[src/rtl/fetch_pkg.sv]
// Shared types and constants for the RV32I instruction fetch stage.
// Optional feature macro: FETCH_ALIGN_CHECK_EN (misaligned redirect trap).
package fetch_pkg;

  localparam int              XLEN     = 32;
  localparam logic [XLEN-1:0] NOP_INST = 32'h0000_0013;
  localparam logic [XLEN-1:0] PC_STEP  = 32'd4;

  typedef enum logic [1:0] {
    BOOT = 2'd0,
    RUN  = 2'd1,
    TRAP = 2'd2
  } fetch_state_e;

  // Plain-vector encodings of the fetch states for use in state registers.
  localparam logic [1:0] ST_BOOT = BOOT;
  localparam logic [1:0] ST_RUN  = RUN;
  localparam logic [1:0] ST_TRAP = TRAP;

  // Force a PC onto a word boundary.
  function automatic logic [XLEN-1:0] align_pc(input logic [XLEN-1:0] pc);
    return pc & ~XLEN'(3);
  endfunction

endpackage

[src/rtl/fetch_fifo.sv]
// Prefetch FIFO for {inst, pc} bundles. Head is read straight from the
// storage register selected by the read pointer, so a push is visible one
// cycle later. Flush empties the FIFO and wins over push/pop.
module fetch_fifo #(
  parameter int DEPTH = 2,
  parameter int WIDTH = 64
) (
  input  logic                   clk,
  input  logic                   rst_n,
  input  logic                   flush,
  input  logic                   push,
  input  logic [WIDTH-1:0]       push_data,
  input  logic                   pop,
  output logic [WIDTH-1:0]       head,
  output logic [$clog2(DEPTH):0] count
);

  localparam int AW = $clog2(DEPTH);

  logic [WIDTH-1:0] mem [DEPTH];
  logic [AW-1:0]    wr_ptr;
  logic [AW-1:0]    rd_ptr;

  // Storage, pointers and occupancy; pointers wrap naturally (DEPTH is 2^n).
  always_ff @(posedge clk or negedge rst_n) begin
    if (!rst_n) begin
      for (int i = 0; i < DEPTH; i++) mem[i] <= '0;
      wr_ptr <= '0;
      rd_ptr <= '0;
      count  <= '0;
    end else if (flush) begin
      wr_ptr <= '0;
      rd_ptr <= '0;
      count  <= '0;
    end else begin
      if (push) begin
        mem[wr_ptr] <= push_data;
        wr_ptr      <= wr_ptr + 1'b1;
      end
      if (pop) rd_ptr <= rd_ptr + 1'b1;
      if (push && !pop)      count <= count + 1'b1;
      else if (pop && !push) count <= count - 1'b1;
    end
  end

  assign head = mem[rd_ptr];

endmodule

[src/rtl/fetch_unit.sv]
// Instruction fetch stage: PC, credit-limited request issue, in-order
// response capture into the prefetch FIFO, and redirect flush with stale
// response discard.
// Optional feature macro: FETCH_ALIGN_CHECK_EN adds the TRAP state and the
// out_misaligned port for redirects to non-word-aligned targets.
//
// state | meaning
// BOOT  | first cycle after reset release, no request issued
// RUN   | normal fetching
// TRAP  | misaligned redirect seen; emit one NOP bundle, then idle until redirect
module fetch_unit
  import fetch_pkg::*;
#(
  parameter logic [XLEN-1:0] RESET_PC   = 32'h0000_0000,
  parameter int              FIFO_DEPTH = 2
) (
  input  logic            clk,
  input  logic            rst_n,
  output logic            imem_req_valid,
  input  logic            imem_req_ready,
  output logic [XLEN-1:0] imem_req_addr,
  input  logic            imem_rsp_valid,
  input  logic [XLEN-1:0] imem_rsp_data,
  input  logic            redirect_valid,
  input  logic [XLEN-1:0] redirect_pc,
  output logic            out_valid,
  input  logic            out_ready,
  output logic [XLEN-1:0] out_inst,
  output logic [XLEN-1:0] out_pc
`ifdef FETCH_ALIGN_CHECK_EN
  ,
  output logic            out_misaligned
`endif
);

  localparam int CW = $clog2(FIFO_DEPTH) + 1;

  logic [1:0]        state;
  logic [1:0]        state_next;
  logic [XLEN-1:0]   pc;
  logic [XLEN-1:0]   rsp_pc;
  logic [CW-1:0]     outstanding;
  logic [CW-1:0]     outstanding_next;
  logic [CW-1:0]     drop_cnt;
  logic [CW-1:0]     fifo_count;
  logic [CW:0]       inflight;
  logic [2*XLEN-1:0] fifo_head;
  logic              fire;
  logic              fifo_valid;
  logic              fifo_pop;
  logic              rsp_drop;
  logic              push;
  logic              credit_ok;
  logic              trap_emit;

`ifdef FETCH_ALIGN_CHECK_EN
  logic            trap_pending;
  logic [XLEN-1:0] trap_pc;
  logic            redirect_misaligned;

  assign redirect_misaligned = redirect_pc[1:0] != 2'b00;
  // The NOP bundle waits until every stale response has drained.
  assign trap_emit = (state == ST_TRAP) && trap_pending && (outstanding == '0);

  // Remember the misaligned target until its NOP bundle is accepted.
  always_ff @(posedge clk or negedge rst_n) begin
    if (!rst_n) begin
      trap_pending <= 1'b0;
      trap_pc      <= '0;
    end else if (redirect_valid) begin
      trap_pending <= redirect_misaligned;
      trap_pc      <= redirect_pc;
    end else if (trap_emit && out_ready) begin
      trap_pending <= 1'b0;
    end
  end
`else
  assign trap_emit = 1'b0;
`endif

  assign fifo_valid = fifo_count != '0;
  assign fifo_pop   = fifo_valid && out_ready;

  // A pop this cycle is already committed, so its slot counts as free. This
  // keeps one bundle per cycle with single-cycle memory at depth 2, and the
  // request stays valid afterwards because the freed slot is then reflected
  // in fifo_count.
  assign inflight  = {1'b0, outstanding} + {1'b0, fifo_count} - {{CW{1'b0}}, fifo_pop};
  assign credit_ok = inflight < (CW + 1)'(FIFO_DEPTH);

  assign imem_req_valid = (state == ST_RUN) && credit_ok;
  assign imem_req_addr  = pc;
  assign fire           = imem_req_valid && imem_req_ready;

  assign rsp_drop = imem_rsp_valid && (drop_cnt != '0);
  assign push     = imem_rsp_valid && !rsp_drop && !redirect_valid;

  assign outstanding_next = outstanding + CW'(fire) - CW'(imem_rsp_valid);

  // Next state: redirect dominates, BOOT always lasts exactly one cycle.
  always_comb begin
    state_next = state;
    if (redirect_valid) begin
`ifdef FETCH_ALIGN_CHECK_EN
      state_next = redirect_misaligned ? ST_TRAP : ST_RUN;
`else
      state_next = ST_RUN;
`endif
    end else if (state == ST_BOOT) begin
      state_next = ST_RUN;
    end
  end

  // PC, response PC tracking and in-flight bookkeeping. Every request still
  // in flight after a redirect is stale, including one fired in the redirect
  // cycle; drop_cnt is therefore set to the full post-redirect in-flight count
  // (already-stale requests are part of that count, so they are not added twice).
  always_ff @(posedge clk or negedge rst_n) begin
    if (!rst_n) begin
      state       <= ST_BOOT;
      pc          <= RESET_PC;
      rsp_pc      <= RESET_PC;
      outstanding <= '0;
      drop_cnt    <= '0;
    end else begin
      state       <= state_next;
      outstanding <= outstanding_next;
      if (redirect_valid) begin
        pc       <= align_pc(redirect_pc);
        rsp_pc   <= align_pc(redirect_pc);
        drop_cnt <= outstanding_next;
      end else begin
        if (fire)     pc       <= pc + PC_STEP;
        if (push)     rsp_pc   <= rsp_pc + PC_STEP;
        if (rsp_drop) drop_cnt <= drop_cnt - 1'b1;
      end
    end
  end

  fetch_fifo #(
    .DEPTH (FIFO_DEPTH),
    .WIDTH (2 * XLEN)
  ) u_fifo (
    .clk       (clk),
    .rst_n     (rst_n),
    .flush     (redirect_valid),
    .push      (push),
    .push_data ({imem_rsp_data, rsp_pc}),
    .pop       (fifo_pop),
    .head      (fifo_head),
    .count     (fifo_count)
  );

  assign out_valid = fifo_valid || trap_emit;
`ifdef FETCH_ALIGN_CHECK_EN
  assign out_inst       = trap_emit ? NOP_INST : fifo_head[2*XLEN-1:XLEN];
  assign out_pc         = trap_emit ? trap_pc  : fifo_head[XLEN-1:0];
  assign out_misaligned = trap_emit;
`else
  assign out_inst = fifo_head[2*XLEN-1:XLEN];
  assign out_pc   = fifo_head[XLEN-1:0];
`endif

endmodule
[config.mk]
export PLATFORM = sky130hd
export DESIGN_NAME = fetch_unit
export DESIGN_NICKNAME = d
export VERILOG_FILES = /design/src/rtl/fetch_pkg.sv /design/src/rtl/fetch_fifo.sv /design/src/rtl/fetch_unit.sv
export SDC_FILE = /design/constraint.sdc
export NUM_CORES = 1
export LEC_CHECK = 0
export ABC_CLOCK_PERIOD_IN_PS = 3500
export CAP_MARGIN = 20
export CORE_MARGIN = 2
export CORE_UTILIZATION = 53
export CTS_CLUSTER_DIAMETER = 100
export CTS_CLUSTER_SIZE = 30
export DETAILED_ROUTE_END_ITERATION = 16
export GPL_ROUTABILITY_DRIVEN = 0
export GPL_TIMING_DRIVEN = 0
export PLACE_DENSITY = 0.86
export SETUP_SLACK_MARGIN = 0.05
export SLEW_MARGIN = 20
export SYNTH_ARGS = -nofsm -noshare
export SYNTH_HDL_FRONTEND = slang
export SYNTH_SLANG_ARGS = --single-unit
[constraint.sdc]
create_clock -name clk -period 3.5 [get_ports clk]
set_input_delay 0.525 -clock clk [delete_from_list [all_inputs] [get_ports clk]]
set_output_delay 0.525 -clock clk [all_outputs]
set_load 0.005 [all_outputs]
==> flow_summary.yaml <==
critical_path:
  required_ns: 3.86
  cp.arrival_ns: 3.73
  max_stage_delay_ns: 0.47
  cp_cell_sequence: "or2_4, nand2_4, inv_2, ha_4, nand2b_4, fa_2, xor2_2, buf_4, buf_4, buf_4, buf_4, buf_4, buf_4, buf_4, nand3_2, buf_6, or4_4, a31oi_1"
  critPathCaptureType: "register"
  crit_fanout: 8
  startpoint_type: "register"
  critPathKind: "register to register"
  cp_slowest_cell: "or4_4"
  cp_common_cell: "buf_4"
power:
  p_int_mw: 6.35
  p_leak_nw: 5.12
  p_comb_share_pct: 40.0
  ir_worst_vdd_v: 0.000470
  p_seq_share_pct: 39.1
  switching_share_pct: 30.2
  p_sw_mw: 2.75
  power_density_nw_per_um2: 744
  p_clk_share_pct: 20.9
synthesis:
  syn_inst: 791
  synth_area_leaders: "dfrtp_1, mux2_2, and4_1"
  syn_area_um2: 9500
  synth_top_area_share_pct: 50.8
  synth_top_flop_cell: "dfrtp_1"
  synth.ff_latch_count: 193
  async_flop_share_pct: 100
  synth_top_area_cell: "dfrtp_1"
  synth_edf_count: 0
  netlist_top_cells_count: "dfrtp_1, mux2_2, nor2_1"
  syn_area_per_cell_um2: 12.0
  ys_seq_area_share_pct: 50.8
  yosys.cell_count.top_type: "dfrtp_1"
  ys_types: 51
  yosys_warnings: 0
min_path:
  hp-class: "register to register"
global_route:
  grt_first_pass_wirelength_um: 37400
  antenna_found_initial: 0
  grt_pass1_vias: 7293
  grt_max_degree: 87
  grt_overflow: 0
  grtUsageTotal_pct: 25.5
floorplanning:
  die_w_um: 138
  initial_core_util_pct: 54.5
  ios: 168
  coreArea_um2: 17400
  die_height_um: 138
  design.die.area_um2: 19000
  placement_rows: 48
drt:
  drt_iter0_markers: 489
  avgRoutedWirePerCell_um: 19.4
  drt_wl_total_um: 23900
  vias: 7344
  via_per_inst: 5.97
  firstDrtPassIters: 5
  ant_nets: 0
  drcViolationCount: 0
clocking:
  cts_max_level: 4
  clockBufferDepth: 2
  clockRootBuffer: "clkbuf_16"
  clock-sinks: 193
  cts_inserted_buffers: 17
  path_clk_slew_ns: 0.07
  clock_latency_ns: 0.44
  cts_tree: "built"
sta:
  fmax_ghz: 0.296
  rsz0062_at_grt: "false"
  report.final.slew_viol_count: 0
  skew_ns: 0.0108
  fin_crit_sh_pct: 96.4
  worst_pin_slew_ns: 0.847
  setup_tns_ns: 0
  worst_slack_ns: 0.124
  hold_viol_final: 0
  max_slew_margin_pct: 43.0
  fin_crit_ns: 3.38
  whs_ns: 0.483
  setup_viol: 0
job:
  maxCapViolCount: 0
outcome:
  status: "finished, final reports clean"
placed_design:
  post-place-ws_ns: -0.591
  numPortBuffers: 161
  dp_hpwl_um: 16700
  place_area_um2: 11500
final_layout:
  syn2layout_area_growth_pct: 28.9
  nets: 1071
  final_area_um2: 12200
  drive_gt1_share_pct: 27.5
  n_antenna_cell: 0
  fin_util_pct: 70.3
layout make-up:
| cell class | count | area, um^2 |
|---|---|---|
| plain buffers | 53 | 260 |
| inverters | 15 | 56.3 |
| clock buffers | 17 | 425 |
| fillers | 1249 | 5180 |
| flip-flops and latches | 193 | 4830 |
| multi-input cells | 533 | 4430 |
| repair buffers | 180 | 1800 |
| well taps | 225 | 282 |
| clock inverters | 15 | 154 |
layer usage:
| metal | GRT usage [%] | wire (um) | vias up |
|---|---|---|---|
| met1 | 34.0 | 10000 | 3623 |
| met4 | 9.98 | 675 | 0 |
| met2 | 41.7 | 11500 | 339 |
| met5 | 0 | 0 | - |
| li1 | - | - | 3327 |
| met3 | 4.46 | 1740 | 55 |
flip-flops by register name, indices dropped and copies added (netlist names):
register	cells
drop_cnt	2
u_fifo.mem	124
u_fifo.count	2
rsp_pc	30
imem_req_addr	30
u_fifo.wr_ptr	1
outstanding	2
u_fifo.rd_ptr	1
state	1
power by group through the flow:
stage	sequential (mW)	clock, mW	combinational [mW]
6_report	3.56	1.90	3.64
5_1_grt	3.65	2.03	3.93
4_1_cts	3.54	1.93	3.58
3_5_place_dp	3.58	0	3.32
3_3_place_gp	3.53	0	3.22
2_1_floorplan	3.41	0	1.84
kinds of logic (layout without fill, tap and decap cells):
family | count (synthesis) | count (layout) | synth area share [%]
AND/OR/NAND/NOR | 213 | 213 | 13.1
multiplexers | 195 | 195 | 23.1
flip-flops | 193 | 193 | 50.8
AO/OA/AOI/OAI | 84 | 84 | 6.07
buffers and inverters | 68 | 280 | 3.15
XOR/XNOR | 28 | 28 | 2.58
adder cells (fa/ha/maj) | 8 | 8 | 1.13
other | 2 | 5 | 0.0791
path summary, 6_finish.rpt:
path                       slack, ns  cells after the start                        start                             to
setup / recovery                0.12                     18  u_fifo.count[0]$_DFFE_PN0P_  imem_req_addr[18]$_DFFE_PN0P_
hold / removal                  0.48                      2    u_fifo.mem[7]$_DFFE_PN0P_      u_fifo.mem[7]$_DFFE_PN0P_
setup reg to reg                0.12                     18  u_fifo.count[0]$_DFFE_PN0P_  imem_req_addr[18]$_DFFE_PN0P_
hold reg to reg                 0.48                      2    u_fifo.mem[7]$_DFFE_PN0P_      u_fifo.mem[7]$_DFFE_PN0P_
max in group asynchronous       1.85                      4                        rst_n  imem_req_addr[21]$_DFFE_PN0P_
min in group asynchronous       0.54                      2                        rst_n     u_fifo.mem[50]$_DFFE_PN0P_
placed cells by master (no fill, tap or decap), drive strengths merged, types with 11 or more instances in the layout:
cell type and instances:
buf 50, a211oi 18, and3 14, dfrtp 193
nor4 16, mux2 193, a21oi 15, o21ai 13
nand3 18, nand2 28, and4 24, clkbuf 39
nor2 32, nor3 29, xnor2 20, clkdlybuf4s50 158
inv 20, nand4 22, a31oi 11
critical path, delay by kind of cell (launching register included):
kind / cells / cell delay (ns)
AO/OA/AOI/OAI: 1 / 0.18
adder cells (fa/ha/maj): 2 / 0.58
buffers and inverters: 9 / 0.93
XOR/XNOR: 1 / 0.18
AND/OR/NAND/NOR: 5 / 1.05
flip-flops: 1 / 0.39
timing repair:
item,CTS,global route
resized for setup,11,9
setup endpoints to repair,8,10
setup buffers,11,5
pin swaps,2,3
hold buffers,1,0
hold endpoints to repair,32,0
through the flow:
stage	cells	power [mW]
finish	1231	9.10
global route	1231	9.61
CTS	1226	9.06
detailed placement	1182	6.90
global placement	1180	6.75
floorplan	794	5.26
Note: power is estimated with default switching activity, not from simulation.
